<file path="config.mk">
export PLATFORM = sky130hd
export DESIGN_NAME = hazard_ctrl_flat
export DESIGN_NICKNAME = d
export VERILOG_FILES = /design/src/rtl/hazard_ctrl_if.sv /design/src/rtl/hazard_ctrl.sv /design/src/flat_wrapper.sv
export SDC_FILE = /design/constraint.sdc
export NUM_CORES = 1
export LEC_CHECK = 0
export BUFFER_PORTS_ARGS = -buffer_cell sky130_fd_sc_hd__buf_4
export CORE_ASPECT_RATIO = 1.25
export CORE_MARGIN = 1
export CORE_UTILIZATION = 50
export DETAILED_ROUTE_END_ITERATION = 6
export GPL_TIMING_DRIVEN = 0
export PLACE_DENSITY = 0.79
export SYNTH_ARGS = -nofsm -noshare
export SYNTH_HDL_FRONTEND = slang
export SYNTH_SLANG_ARGS = --single-unit
</file>
<file path="constraint.sdc">
create_clock -name clk -period 2.49 [get_ports clk]
set_input_delay 0.1245 -clock clk [delete_from_list [all_inputs] [get_ports clk]]
set_output_delay 0.1245 -clock clk [all_outputs]
set_load 0.05 [all_outputs]
</file>
<file path="src/rtl/hazard_ctrl_if.sv">
// Pipeline-side view of the hazard controller: per-stage register info in,
// stage enables/flushes, forwarding selects and status out.
interface hazard_ctrl_if #(
    parameter int unsigned CNT_W = 32
);
    logic [4:0]       id_rs1;
    logic [4:0]       id_rs2;
    logic             id_use_rs1;
    logic             id_use_rs2;
    logic [4:0]       ex_rs1;
    logic [4:0]       ex_rs2;
    logic [4:0]       ex_rd;
    logic             ex_is_load;
    logic             ex_br_taken;
    logic [4:0]       mem_rd;
    logic             mem_we;
    logic             mem_req;
    logic             mem_ready;
    logic [4:0]       wb_rd;
    logic             wb_we;
    logic             cnt_clr;
    logic             pc_en;
    logic             if_id_en;
    logic             if_id_flush;
    logic             id_ex_en;
    logic             id_ex_flush;
    logic             ex_mem_en;
    logic             ex_mem_flush;
    logic             mem_wb_flush;
    logic [1:0]       fwd_a;
    logic [1:0]       fwd_b;
    logic             mem_err;
    logic [CNT_W-1:0] stall_cnt;

    modport master (
        output id_rs1, id_rs2, id_use_rs1, id_use_rs2, ex_rs1, ex_rs2, ex_rd, ex_is_load,
               ex_br_taken, mem_rd, mem_we, mem_req, mem_ready, wb_rd, wb_we, cnt_clr,
        input  pc_en, if_id_en, if_id_flush, id_ex_en, id_ex_flush, ex_mem_en, ex_mem_flush,
               mem_wb_flush, fwd_a, fwd_b, mem_err, stall_cnt
    );

    modport slave (
        input  id_rs1, id_rs2, id_use_rs1, id_use_rs2, ex_rs1, ex_rs2, ex_rd, ex_is_load,
               ex_br_taken, mem_rd, mem_we, mem_req, mem_ready, wb_rd, wb_we, cnt_clr,
        output pc_en, if_id_en, if_id_flush, id_ex_en, id_ex_flush, ex_mem_en, ex_mem_flush,
               mem_wb_flush, fwd_a, fwd_b, mem_err, stall_cnt
    );
endinterface

</file>
<file path="src/rtl/hazard_ctrl.sv">
// Central hazard controller for the 5-stage core: stage enables/flushes, EX forwarding,
// data-memory wait with timeout abort, and a saturating stall-cycle counter.
module hazard_ctrl #(
    parameter int unsigned MEM_TIMEOUT = 16,
    parameter int unsigned CNT_W       = 32
) (
    input logic          clk,
    input logic          rst_n,
    hazard_ctrl_if.slave bus
);
    localparam int unsigned WaitW = $clog2(MEM_TIMEOUT + 1);

    typedef enum logic {StRun, StMemWait} state_e;

    state_e             state_q, state_d;
    logic [WaitW-1:0]   wait_cnt_q, wait_cnt_d;
    logic               mem_err_q, mem_err_d;
    logic [CNT_W-1:0]   stall_cnt_q, stall_cnt_d;

    logic freeze, abort, load_use;
    logic pc_en, if_id_en, if_id_flush, id_ex_en, id_ex_flush;
    logic ex_mem_en, ex_mem_flush, mem_wb_flush;
    logic [1:0] fwd_a, fwd_b;

    assign freeze = bus.mem_req && !bus.mem_ready;
    assign abort  = (state_q == StMemWait) && (wait_cnt_q == WaitW'(MEM_TIMEOUT)) && freeze;
    assign load_use = bus.ex_is_load && (bus.ex_rd != 5'd0) &&
                      ((bus.id_use_rs1 && (bus.id_rs1 == bus.ex_rd)) ||
                       (bus.id_use_rs2 && (bus.id_rs2 == bus.ex_rd)));

    always_comb begin
        pc_en        = 1'b0;
        if_id_en     = 1'b0;
        if_id_flush  = 1'b0;
        id_ex_en     = 1'b0;
        id_ex_flush  = 1'b0;
        ex_mem_en    = 1'b0;
        ex_mem_flush = 1'b0;
        mem_wb_flush = 1'b0;
        if (rst_n) begin
            if (abort) begin
                // Drop the stuck access and let the pipeline move on.
                pc_en        = 1'b1;
                if_id_en     = 1'b1;
                id_ex_en     = 1'b1;
                ex_mem_en    = 1'b1;
                ex_mem_flush = 1'b1;
                mem_wb_flush = 1'b1;
            end else if (freeze) begin
                mem_wb_flush = 1'b1;
            end else if (bus.ex_br_taken) begin
                pc_en       = 1'b1;
                if_id_en    = 1'b1;
                if_id_flush = 1'b1;
                id_ex_en    = 1'b1;
                id_ex_flush = 1'b1;
                ex_mem_en   = 1'b1;
            end else if (load_use) begin
                id_ex_en    = 1'b1;
                id_ex_flush = 1'b1;
                ex_mem_en   = 1'b1;
            end else begin
                pc_en     = 1'b1;
                if_id_en  = 1'b1;
                id_ex_en  = 1'b1;
                ex_mem_en = 1'b1;
            end
        end
    end

    // EX/MEM has the younger result, so it is checked first; x0 is never forwarded.
    always_comb begin
        fwd_a = 2'b00;
        fwd_b = 2'b00;
        if (rst_n) begin
            if (bus.mem_we && bus.mem_rd != 5'd0 && bus.mem_rd == bus.ex_rs1) fwd_a = 2'b01;
            else if (bus.wb_we && bus.wb_rd != 5'd0 && bus.wb_rd == bus.ex_rs1) fwd_a = 2'b10;
            if (bus.mem_we && bus.mem_rd != 5'd0 && bus.mem_rd == bus.ex_rs2) fwd_b = 2'b01;
            else if (bus.wb_we && bus.wb_rd != 5'd0 && bus.wb_rd == bus.ex_rs2) fwd_b = 2'b10;
        end
    end

    always_comb begin
        state_d    = state_q;
        wait_cnt_d = wait_cnt_q;
        mem_err_d  = mem_err_q | abort;
        case (state_q)
            StRun: begin
                if (freeze) begin
                    state_d    = StMemWait;
                    wait_cnt_d = WaitW'(1);
                end
            end
            StMemWait: begin
                if (abort || !freeze) begin
                    state_d    = StRun;
                    wait_cnt_d = '0;
                end else begin
                    wait_cnt_d = wait_cnt_q + WaitW'(1);
                end
            end
            default: begin
                state_d    = StRun;
                wait_cnt_d = '0;
            end
        endcase

        if (bus.cnt_clr) stall_cnt_d = '0;
        else if (!pc_en && stall_cnt_q != '1) stall_cnt_d = stall_cnt_q + CNT_W'(1);
        else stall_cnt_d = stall_cnt_q;
    end

    always_ff @(posedge clk or negedge rst_n) begin
        if (!rst_n) begin
            state_q     <= StRun;
            wait_cnt_q  <= '0;
            mem_err_q   <= 1'b0;
            stall_cnt_q <= '0;
        end else begin
            state_q     <= state_d;
            wait_cnt_q  <= wait_cnt_d;
            mem_err_q   <= mem_err_d;
            stall_cnt_q <= stall_cnt_d;
        end
    end

    assign bus.pc_en        = pc_en;
    assign bus.if_id_en     = if_id_en;
    assign bus.if_id_flush  = if_id_flush;
    assign bus.id_ex_en     = id_ex_en;
    assign bus.id_ex_flush  = id_ex_flush;
    assign bus.ex_mem_en    = ex_mem_en;
    assign bus.ex_mem_flush = ex_mem_flush;
    assign bus.mem_wb_flush = mem_wb_flush;
    assign bus.fwd_a        = fwd_a;
    assign bus.fwd_b        = fwd_b;
    assign bus.mem_err      = mem_err_q;
    assign bus.stall_cnt    = stall_cnt_q;
endmodule

</file>
<file path="src/flat_wrapper.sv">
// flat-port wrapper written by rule: the top's interface ports become plain ports
module hazard_ctrl_flat 
#(
    parameter int unsigned MEM_TIMEOUT = 16,
    parameter int unsigned CNT_W       = 32
)
  (clk, rst_n, bus_id_rs1, bus_id_rs2, bus_id_use_rs1, bus_id_use_rs2, bus_ex_rs1, bus_ex_rs2, bus_ex_rd, bus_ex_is_load, bus_ex_br_taken, bus_mem_rd, bus_mem_we, bus_mem_req, bus_mem_ready, bus_wb_rd, bus_wb_we, bus_cnt_clr, bus_pc_en, bus_if_id_en, bus_if_id_flush, bus_id_ex_en, bus_id_ex_flush, bus_ex_mem_en, bus_ex_mem_flush, bus_mem_wb_flush, bus_fwd_a, bus_fwd_b, bus_mem_err, bus_stall_cnt);
  hazard_ctrl_if #(.CNT_W(CNT_W)) bus_i ();
  input logic clk;
  input logic rst_n;
  input wire logic [$bits(bus_i.id_rs1)-1:0] bus_id_rs1;
  input wire logic [$bits(bus_i.id_rs2)-1:0] bus_id_rs2;
  input wire logic [$bits(bus_i.id_use_rs1)-1:0] bus_id_use_rs1;
  input wire logic [$bits(bus_i.id_use_rs2)-1:0] bus_id_use_rs2;
  input wire logic [$bits(bus_i.ex_rs1)-1:0] bus_ex_rs1;
  input wire logic [$bits(bus_i.ex_rs2)-1:0] bus_ex_rs2;
  input wire logic [$bits(bus_i.ex_rd)-1:0] bus_ex_rd;
  input wire logic [$bits(bus_i.ex_is_load)-1:0] bus_ex_is_load;
  input wire logic [$bits(bus_i.ex_br_taken)-1:0] bus_ex_br_taken;
  input wire logic [$bits(bus_i.mem_rd)-1:0] bus_mem_rd;
  input wire logic [$bits(bus_i.mem_we)-1:0] bus_mem_we;
  input wire logic [$bits(bus_i.mem_req)-1:0] bus_mem_req;
  input wire logic [$bits(bus_i.mem_ready)-1:0] bus_mem_ready;
  input wire logic [$bits(bus_i.wb_rd)-1:0] bus_wb_rd;
  input wire logic [$bits(bus_i.wb_we)-1:0] bus_wb_we;
  input wire logic [$bits(bus_i.cnt_clr)-1:0] bus_cnt_clr;
  output wire logic [$bits(bus_i.pc_en)-1:0] bus_pc_en;
  output wire logic [$bits(bus_i.if_id_en)-1:0] bus_if_id_en;
  output wire logic [$bits(bus_i.if_id_flush)-1:0] bus_if_id_flush;
  output wire logic [$bits(bus_i.id_ex_en)-1:0] bus_id_ex_en;
  output wire logic [$bits(bus_i.id_ex_flush)-1:0] bus_id_ex_flush;
  output wire logic [$bits(bus_i.ex_mem_en)-1:0] bus_ex_mem_en;
  output wire logic [$bits(bus_i.ex_mem_flush)-1:0] bus_ex_mem_flush;
  output wire logic [$bits(bus_i.mem_wb_flush)-1:0] bus_mem_wb_flush;
  output wire logic [$bits(bus_i.fwd_a)-1:0] bus_fwd_a;
  output wire logic [$bits(bus_i.fwd_b)-1:0] bus_fwd_b;
  output wire logic [$bits(bus_i.mem_err)-1:0] bus_mem_err;
  output wire logic [$bits(bus_i.stall_cnt)-1:0] bus_stall_cnt;
  assign bus_i.id_rs1 = bus_id_rs1;
  assign bus_i.id_rs2 = bus_id_rs2;
  assign bus_i.id_use_rs1 = bus_id_use_rs1;
  assign bus_i.id_use_rs2 = bus_id_use_rs2;
  assign bus_i.ex_rs1 = bus_ex_rs1;
  assign bus_i.ex_rs2 = bus_ex_rs2;
  assign bus_i.ex_rd = bus_ex_rd;
  assign bus_i.ex_is_load = bus_ex_is_load;
  assign bus_i.ex_br_taken = bus_ex_br_taken;
  assign bus_i.mem_rd = bus_mem_rd;
  assign bus_i.mem_we = bus_mem_we;
  assign bus_i.mem_req = bus_mem_req;
  assign bus_i.mem_ready = bus_mem_ready;
  assign bus_i.wb_rd = bus_wb_rd;
  assign bus_i.wb_we = bus_wb_we;
  assign bus_i.cnt_clr = bus_cnt_clr;
  assign bus_pc_en = bus_i.pc_en;
  assign bus_if_id_en = bus_i.if_id_en;
  assign bus_if_id_flush = bus_i.if_id_flush;
  assign bus_id_ex_en = bus_i.id_ex_en;
  assign bus_id_ex_flush = bus_i.id_ex_flush;
  assign bus_ex_mem_en = bus_i.ex_mem_en;
  assign bus_ex_mem_flush = bus_i.ex_mem_flush;
  assign bus_mem_wb_flush = bus_i.mem_wb_flush;
  assign bus_fwd_a = bus_i.fwd_a;
  assign bus_fwd_b = bus_i.fwd_b;
  assign bus_mem_err = bus_i.mem_err;
  assign bus_stall_cnt = bus_i.stall_cnt;
  hazard_ctrl #(.MEM_TIMEOUT(MEM_TIMEOUT), .CNT_W(CNT_W)) u_core (.clk(clk), .rst_n(rst_n), .bus(bus_i));
endmodule
</file>
======== Word-level counts from Yosys, hierarchy flattened ========
Index checks and enable logic that the tools add are counted.
storage, ports and cells
  memories kept ........................... 0
  register bits ........................... 39
  bits in latches ......................... 0
  bits in read-only memories .............. 0
  bits in writable memories ............... 0
  logic and storage cells ................. 75
cells by class
  bitwise operators ....................... 2
  shift operators ......................... 0
  reduce and logical (&&, ||, !) cells .... 23
  $lt $le $gt $ge ......................... 0
  $add $sub $neg .......................... 2
  multiply operators ...................... 0
  muxes and demuxes ....................... 35
  equality and inequality tests ........... 9
  divide/modulo/power cells ............... 0
operators with widths
  kind                                                             count
  32-bit 2-to-1 mux                                                2
  32-bit by 1-bit adder with 32-bit output, second input constant  1
  32-bit != test, second input constant                            1
  5-bit == test                                                    6
  1-bit 2-to-1 mux                                                 23
  5-bit nonzero test                                               3
  1-bit logical AND                                                14
  2-bit 2-to-1 mux                                                 6
  5-bit 2-to-1 mux                                                 2
  5-bit one-hot mux with 2 select lines                            1
  5-bit by 1-bit adder with 5-bit output, second input constant    1
  5-bit == test, second input constant                             1
  1-bit logical NOT                                                3
  1-bit logical OR                                                 2
  2-bit by 1-bit != test with 1-bit output, second input constant  1
  1-bit one-hot mux with 2 select lines                            1
  2-bit nonzero test                                               1
  1-bit inverter                                                   1
  1-bit OR                                                         1

======== Longest topological paths before layout ========
Gate-level depths: netlist (run 1).
  word-level depth ........................ 13
  gate-level depth with buffers ........... 9
  gate-level depth less buffers ........... 7

======== Worst setup path after synthesis (run 1) ========
OpenSTA, ideal clock, no wires.
  path type ............................... in2out
  from .................................... input bus_mem_rd[0]
  to ...................................... output bus_fwd_a[1]
  arrival ................................. 2,476 ps
  path buffers ............................ 0
  path slack .............................. -110 ps
  stages .................................. 4
  cells stage by stage .................... or4_1 o21ai_0 nor4_1 nor4_1
on the way
  longest elaborated chain between the ends .. 5
  elaborated cells on any way between the ends .. 6
  those cells by class .................... 1 x eq/ne; 2 x mux; 3 x reduce/logical
ends and longest elaborated chain
  element                RTL line            RTL
  start, declared        flat_wrapper.sv:20  input wire logic [$bits(bus_i.mem_rd)-1:0] bus_mem_rd;
  5-bit nonzero test     hazard_ctrl.sv:76   if (bus.mem_we && bus.mem_rd != 5'd0 && bus.mem_rd == bus.ex_rs1) fwd_a = 2'b01;
  1-bit logical AND      hazard_ctrl.sv:76
  1-bit logical AND (*)  hazard_ctrl.sv:76
  2-bit 2-to-1 mux (*)   hazard_ctrl.sv:76
  2-bit 2-to-1 mux (*)   hazard_ctrl.sv:75   if (rst_n) begin
  end, declared          flat_wrapper.sv:35  output wire logic [$bits(bus_i.fwd_a)-1:0] bus_fwd_a;
Every way passes the cells marked *; elsewhere a longest branch is shown, timed or not.

======== Worst setup path in the final report (run 1) ========
  from .................................... register u_core.stall_cnt_q[0], in the netlist u_core.bus.stall_cnt[0]
  to ...................................... register u_core.stall_cnt_q[20], in the netlist u_core.bus.stall_cnt[20]
on the way
  longest elaborated chain between the ends .. 3
  elaborated cells on any way between the ends .. 6
  those cells by class .................... 1 x add/sub; 1 x eq/ne; 2 x mux; 2 x reduce/logical
ends and longest elaborated chain
  element                                                                            RTL line            RTL
  start, declared                                                                    hazard_ctrl.sv:18   logic [CNT_W-1:0] stall_cnt_q, stall_cnt_d;
  start signal, assigned                                                             hazard_ctrl.sv:123  stall_cnt_q <= stall_cnt_d;
  32-bit by 1-bit adder with 32-bit output / 32-bit != test (equally long branches)  hazard_ctrl.sv:109  else if (!pc_en && stall_cnt_q != '1) stall_cnt_d = stall_cnt_q + CNT_W'(1);
  32-bit 2-to-1 mux / 1-bit logical AND (equally long branches)                      hazard_ctrl.sv:109
  32-bit 2-to-1 mux / 2-bit nonzero test (equally long branches)                     -
Parallel ways exist; a longest one is shown, timed or not. The select of a mux whose other input is x is not followed.
A chain may end at the register's enable or synchronous reset.

==> run summary, run 1 <==
total power - 1.45 mW
Leak - 1.60 nW
Final setup viols - 0
CP Data Arrival Time - 2520 ps
Clk network pwr share - 35.9%
DIE HEIGHT - 85.1 µm
# IOs - 91
Netlist Area Pre-Place - 2760 µm²
Crit Path Category - reg -> reg
CTS Buf Count - 5
hold slack final - 198 ps
clock buffer depth - 2
Switching Share - 27.3%
top-count cell post-synth - dfrtp_1
n_diodes - 0
CP required - 2670 ps
r2r worst-path depth - 7
Synth top cells by count - dfrtp_1 (39), a21oi_1 (29), or4_1 (28), o31ai_1 (25), nand3_1 (19)
Placed Area - 3510 µm²
Initial Utilization - 53.2%
synth warn - 0
CTS H-Tree Depth - 2
design area - 3670 µm²
first-pass GRT wire length - 12800 µm
Rel. slew slack - 68.4%
post-synthesis cell count - 301
Root Buffer - clkbuf_8
Setup Total Neg Slack - 0 ps
Post-synth EDFFs - 0
post-synth top area share - 35.4%
global placer's final weighted congestion - 0.863
Synth area leaders - dfrtp_1 (35%), or4_1 (7.6%), o31ai_1 (6.8%)
Die Area - 5820 µm²
Residual DRC - 0
#FFs+latches synth - 39
layout cells sized above 1 - 32.0%
Fin. Hold Viols - 0
vias in the first global route - 2902
core area - 5190 µm²
Worst R2R Start - u_core.bus.stall_cnt[0]$_DFFE_PN0P_
total grt overflow - 0
wire length per cell - 16.8 µm
worst slew pin tran - 473 ps
area leader, netlist - dfrtp_1
crit path to - u_core.bus.stall_cnt[20]$_DFFE_PN0P_
switching power - 0.397 mW
crit path launch - u_core.bus.stall_cnt[0]$_DFFE_PN0P_
DRT iter0 DRCs - 125
Final min period - 2340 ps
Syn-to-layout area delta - 33.1%
Comb pwr share - 19.3%
Power Density - 395 nW/µm²
largest net degree at the start of global routing - 40
Slew Limit Fails - 0
fmax - 0.428 GHz
Pint - 1.06 mW
GRT Total Usage - 28.6%
Filler cells - 421
Flop pwr share - 44.8%
post-synthesis sequential area ratio - 35.4%
nets - 449
maximum vdd drop - 0.301 mV
fin crit share - 93.9%
Async SR Flop Fraction - 100%
CTS tree - yes
Synth cell types - 49
clock sinks - 39
crit start category - register
port bufs - 89
max-cap violation count - 0
hold crit path type - in -> reg
antenna-violating nets left - 0
syn avg cell area - 9.17 µm²
worst clock skew - 10.3 ps
Vias/cell - 6.11
initial antenna violation count - 0
Crit. End Element - register
status - completed
Core Rows - 29
1st-pass router iterations - 4
r2r endpoint - u_core.bus.stall_cnt[20]$_DFFE_PN0P_
Vias - 2821
final wirelength - 7770 µm
later-pin clock latency in the skew report - 290 ps
Die X - 68.5 µm
FF-to-FF setup slack - 150 ps
ys flop type - dfrtp_1
post-synth net total - 350
clock transition at the registers of the reported paths - 80 ps
Detailed Place HPWL - 5690 µm
CP Max Fanout - 10
==> metal layers <==
layer  wire, µm  GRT usage, %  vias up
met4        174          12.9        0
li1           -             -     1341
met1       2990          33.1     1374
met3        432          5.38       16
met2       4180          49.5       90
met5          0             0        -
==> area by class of cell <==
cell class,instances,area [µm²],area share (%)
Timing Repair Buffer,92,706,19.2
Clock buffer,5,68.8,1.87
Buffer,19,120,3.27
Multi-Input combinational cell,238,1670,45.4
Clock inverter,2,37.5,1.02
Inverter,5,18.8,0.511
Tap cell,62,77.6,2.11
Sequential cell,39,976,26.6
==> worst min path at each step <==
stage	from	end	slack, ps	cells after the start
3_5_place_dp	rst_n	u_core.bus.stall_cnt[11]$_DFFE_PN0P_	160	1
6_report	bus_mem_ready	u_core.bus.mem_err$_DFF_PN0_	200	3
3_3_place_gp	rst_n	u_core.bus.stall_cnt[15]$_DFFE_PN0P_	160	1
5_1_grt	bus_mem_ready	u_core.bus.mem_err$_DFF_PN0_	210	3
4_1_cts	bus_mem_ready	u_core.bus.mem_err$_DFF_PN0_	200	3
2_1_floorplan	rst_n	u_core.bus.mem_err$_DFF_PN0_	-170	0
==> registers in the layout, summed over array words and instances (netlist names) <==
| register | count |
|---|---|
| u_core.bus.stall_cnt | 32 |
| u_core.state_q | 1 |
| u_core.bus.mem_err | 1 |
| u_core.wait_cnt_q | 5 |
==> cells in the final DEF (no fill, tap or decap), types with 5 or more instances in the layout <==
cell type  count
a21oi_1       29
and3_1         7
buf_4         96
clkbuf_1       7
clkbuf_8       5
dfrtp_1       39
inv_1          5
nand2_1       17
nand3_1       18
nand4_1        8
nor2_1        13
nor2b_1        5
o21ai_0        8
o31ai_1       25
or4_1         28
xnor2_1       18
xor2_1        13
==> cell families (layout without fill, tap and decap cells) <==
logic type / count (synthesis) / after routing / synth area share (%)
multiplexers: 5 / 5 / 2.04
AND/OR/NAND/NOR: 128 / 128 / 29.7
adder cells (fa/ha/maj): 3 / 3 / 1.36
AO/OA/AOI/OAI: 71 / 71 / 16.7
flip-flops: 39 / 39 / 35.4
buffers and inverters: 24 / 123 / 4.99
XOR/XNOR: 31 / 31 / 9.84
==> power by group through the flow <==
stage	Sequential [mW]	Clock, mW	Combinational (mW)
finish	0.651	0.521	0.280
global route	0.653	0.558	0.305
CTS	0.651	0.530	0.280
detailed placement	0.664	0	0.272
global placement	0.664	0	0.266
floorplan	0.672	0	0.134
==> critical path: stages, from the launching register on <==
cell	delay [ps]
dfrtp_1	470
ha_1	280
nand3_2	200
nor3_4	250
nand2_1	160
buf_2	220
nor3b_1	280
mux2_1	350
==> metrics by stage <==
stage                     setup WS [ps]  utilization (%)  instances
final                               151             70.8        462
after global routing              -8.38             70.8        462
after CTS                          41.0             70.3        461
after detailed placement            127             67.7        452
after global placement              183             67.7        452
after floorplan                     182                -        301
==> repair_timing <==
item / 4_1_cts / 5_1_grt
setup endpoints to repair: 0 / 6
resized for setup: 0 / 6
buffers inserted: 0 / 1
hold buffers: 2 / 0
endpoints found under the hold margin: 39 / 0
(Power assumes the default switching activity.)
==> inputs of run 2 (changes only) <==
- ABC_AREA: not set -> 1
- CTS_CLUSTER_DIAMETER: not set -> 50
- PLACE_DENSITY: 0.79 -> 0.77
- clock period: 2.49 -> 2.4 ns (I/O delays scaled with it)
==> run summary, run 2 <==
status - completed
worst slew pin tran - 535 ps (+61.6 ps)
Switching Share - 30.8% (+3.5 points)
DRT iter0 DRCs - 219 (+75%)
Detailed Place HPWL - 7600 µm (+34%)
Residual DRC - 0 (unchanged)
1st-pass router iterations - 5 (+1)
Synth Area in Compound Gates - 2.05% (-15 points)
Vias - 3677 (+30%)
Synth cell types - 34 (-31%)
crit start category - register
port bufs - 90 (+1.1%)
global placer's final weighted congestion - 0.943 (+9.2%)
fmax - 0.456 GHz (+6.7%)
core area - 6520 µm² (+26%)
fin crit share - 91.3% (-2.6 points)
XOR/XNOR Fraction of Synth Area - 9.15% (-0.69 points)
Synth top cells by count - nand2_1 (174), inv_1 (70), nor2_1 (67), nand3_1 (58), dfrtp_1 (39)
Initial Utilization - 51.4% (-1.8 points)
syn avg cell area - 6.23 µm² (-32%)
Die X - 75.2 µm (+9.9%)
n_diodes - 0 (unchanged)
DIE HEIGHT - 93.5 µm (+9.9%)
post-synth top area share - 29.1% (-6.2 points)
Buf+Inv Stages, Crit Path - 1 (unchanged)
placed instance count - 715 (+58%)
Synth area leaders - dfrtp_1 (29%), nand2_1 (19%), nand3_1 (8.7%)
antenna-violating nets left - 0 (unchanged)
largest family of logic cells by synthesized area - simple AND/OR/NAND/NOR gates
wire length per cell - 13.1 µm (-22%)
Final min period - 2190 ps (-147 ps)
family with the most delay on the worst path - simple AND/OR/NAND/NOR gates
Root Buffer - clkbuf_8
Simple-Gate Fraction of Synth Area - 46.8% (+17 points)
Crit Path Category - reg -> reg
post-synthesis mux area share - 0% (-2.0 points)
nets - 684 (+52%)
Setup Total Neg Slack - 0 ps (unchanged)
hold crit path type - in -> reg
synth warn - 0 (unchanged)
most frequent cells in the layout - nand2_1 (174), buf_4 (91), inv_1 (70), nor2_1 (67), nand3_1 (58)
Syn-to-layout area delta - 26.3%
Rel. slew slack - 64.3% (-4.1 points)
Slew Limit Fails - 0 (unchanged)
CP required - 2590 ps (-80 ps)
top-count cell post-synth - nand2_1
total grt overflow - 0 (unchanged)
CTS H-Tree Depth - 2 (unchanged)
layout cells sized above 1 - 19.8% (-12 points)
Crit. End Element - register
Post-CTS Setup Repair Bufs - 0 (unchanged)
Leak - 2.32 nW (+45%)
Vias/cell - 5.09 (-17%)
# IOs - 91 (unchanged)
Die Area - 7030 µm² (+21%)
CP dominant cell by count - nand2_1
Post-synth EDFFs - 0 (unchanged)
Final setup viols - 0 (unchanged)
Crit-path slowest cell - dfrtp_1
first-pass GRT wire length - 16000 µm (+25%)
most common cell after layout, fill and taps aside - nand2_1
adder-cell share of the synthesized area - 1.12% (-0.24 points)
later-pin clock latency in the skew report - 300 ps (about the same)
peak per-stage delay on the critical path - 430 ps (-40 ps)
post-synthesis cell count - 538 (+79%)
post-synth net total - 587 (+68%)
Comb pwr share - 22.0% (+2.7 points)
final wirelength - 9470 µm (+22%)
worst clock skew - 3.30 ps (-7.01 ps)
largest net degree at the start of global routing - 42 (+5.0%)
CTS Buf Count - 5 (unchanged)
CP Max Fanout - 10 (unchanged)
vias in the first global route - 3566 (+23%)
crit-path cells - ha_1 -> nand2_1 -> nor2_1 -> nand3_2 -> nor3_2 -> nand4_2 -> clkbuf_1 -> nand3_1 -> nand2_1
Core Rows - 33 (+14%)
max-cap violation count - 0 (unchanged)
maximum vdd drop - 0.266 mV (-12%)
switching power - 0.455 mW (+15%)
Netlist Area Pre-Place - 3350 µm² (+21%)
CTS tree - yes
Flop pwr share - 46.1% (+1.3 points)
Clk network pwr share - 31.9% (-4.0 points)
#FFs+latches synth - 39 (unchanged)
Layout Cells excl Fill - 722 (+56%)
Fin. Hold Viols - 0 (unchanged)
unrepaired setup endpoints after global routing - false
clock sinks - 39 (unchanged)
ys flop type - dfrtp_1
GRT Total Usage - 29.5% (+0.86 points)
clock buffer depth - 2 (unchanged)
Power Density - 349 nW/µm² (-12%)
clock transition at the registers of the reported paths - 80 ps (about the same)
number of flip-flops in the largest register - 32 (unchanged)
Pint - 1.02 mW (-3.2%)
initial antenna violation count - 0 (unchanged)
area leader, netlist - dfrtp_1
Async SR Flop Fraction - 100% (unchanged)
CP Data Arrival Time - 2380 ps (-140 ps)
post-synthesis sequential area ratio - 29.1% (-6.2 points)
run 2: cell types whose count changed in the layout (fill, tap and decap cells not counted), sizes merged, moves of 5 or more:
cell / before / now
nand2: 17 / 176
inv: 5 / 79
nor2: 13 / 72
nand3: 21 / 59
a21oi: 29 / 1
or4: 28 / 0
nand4: 9 / 35
o31ai: 25 / 0
and3: 8 / 0
xor2: 13 / 19
mux2: 5 / 0
nor2b: 5 / 0
run 2: what timing repair did:
action / in CTS / in global routing
hold buffers: 1 / 0
resized for setup: 0 / 1
endpoints found under the setup margin: 2 / 2
endpoints found under the hold margin: 39 / 0
run 2: kinds of logic after synthesis:
kind of cell,Yosys count
xor gates and xnor gates,35
and+or+nand+nor,353
buffers and inverters,97
AOI/OAI and AO/OA,11
DFF,39
adders and majority gates,3
run 2: worst paths after layout:
path / startpoint / to / slack, ps / cells past startpoint
setup / recovery: u_core.bus.stall_cnt[0]$_DFFE_PN0P_ / u_core.bus.stall_cnt[6]$_DFFE_PN0P_ / 210 / 9
hold / removal: bus_mem_ready / u_core.wait_cnt_q[0]$_DFFE_PN0P_ / 130 / 4
setup reg to reg: u_core.bus.stall_cnt[0]$_DFFE_PN0P_ / u_core.bus.stall_cnt[6]$_DFFE_PN0P_ / 210 / 9
hold reg to reg: u_core.bus.mem_err$_DFF_PN0_ / u_core.bus.mem_err$_DFF_PN0_ / 490 / 1
max in group asynchronous: rst_n / u_core.bus.stall_cnt[5]$_DFFE_PN0P_ / 1830 / 2
min in group asynchronous: rst_n / u_core.bus.stall_cnt[16]$_DFFE_PN0P_ / 290 / 2
run 2: area by class of cell:
| type | instances | area (µm²) |
|---|---|---|
| fillers | 646 | 2290 |
| flip-flops and latches | 39 | 976 |
| inverters | 80 | 300 |
| well taps | 87 | 109 |
| clock inverters | 1 | 5.00 |
| repair buffers | 91 | 689 |
| multi-input cells | 402 | 1980 |
| plain buffers | 16 | 91.3 |
| clock buffers | 6 | 82.6 |
run 2: worst reg2reg max path: stages (launching register included):
cell      delay (ps)
dfrtp_1          430
ha_1             280
nand2_1          110
nor2_1           180
nand3_2          150
nor3_2           160
nand4_2          200
clkbuf_1         330
nand3_1          190
nand2_1           70
run 2: power by group through the flow:
stage                     Clock [mW]  Combinational, mW  Sequential (mW)
after floorplan                    0              0.166            0.708
after global placement             0              0.319            0.693
after detailed placement           0              0.326            0.693
after CTS                      0.472              0.327            0.681
after global routing           0.499              0.359            0.682
final                          0.472              0.324            0.681
run 2: per-layer routing:
metal	wire, µm	GRT usage [%]	vias to the layer above
li1	-	-	1882
met3	330	3.34	20
met2	4950	53.2	88
met4	211	10.8	0
met1	3980	35.0	1687
met5	0	0	-
run 2: stage by stage:
step	worst slack (ps)	area (µm²)	power, mW	hold slack [ps]	util [%]
floorplan	210	3350	0.874	-176	-
global route	40.3	4230	1.54	158	64.9
detailed placement	202	4140	1.02	138	63.4
global placement	241	4140	1.01	128	63.4
CTS	82.3	4230	1.48	133	64.8
finish	208	4230	1.48	128	64.9
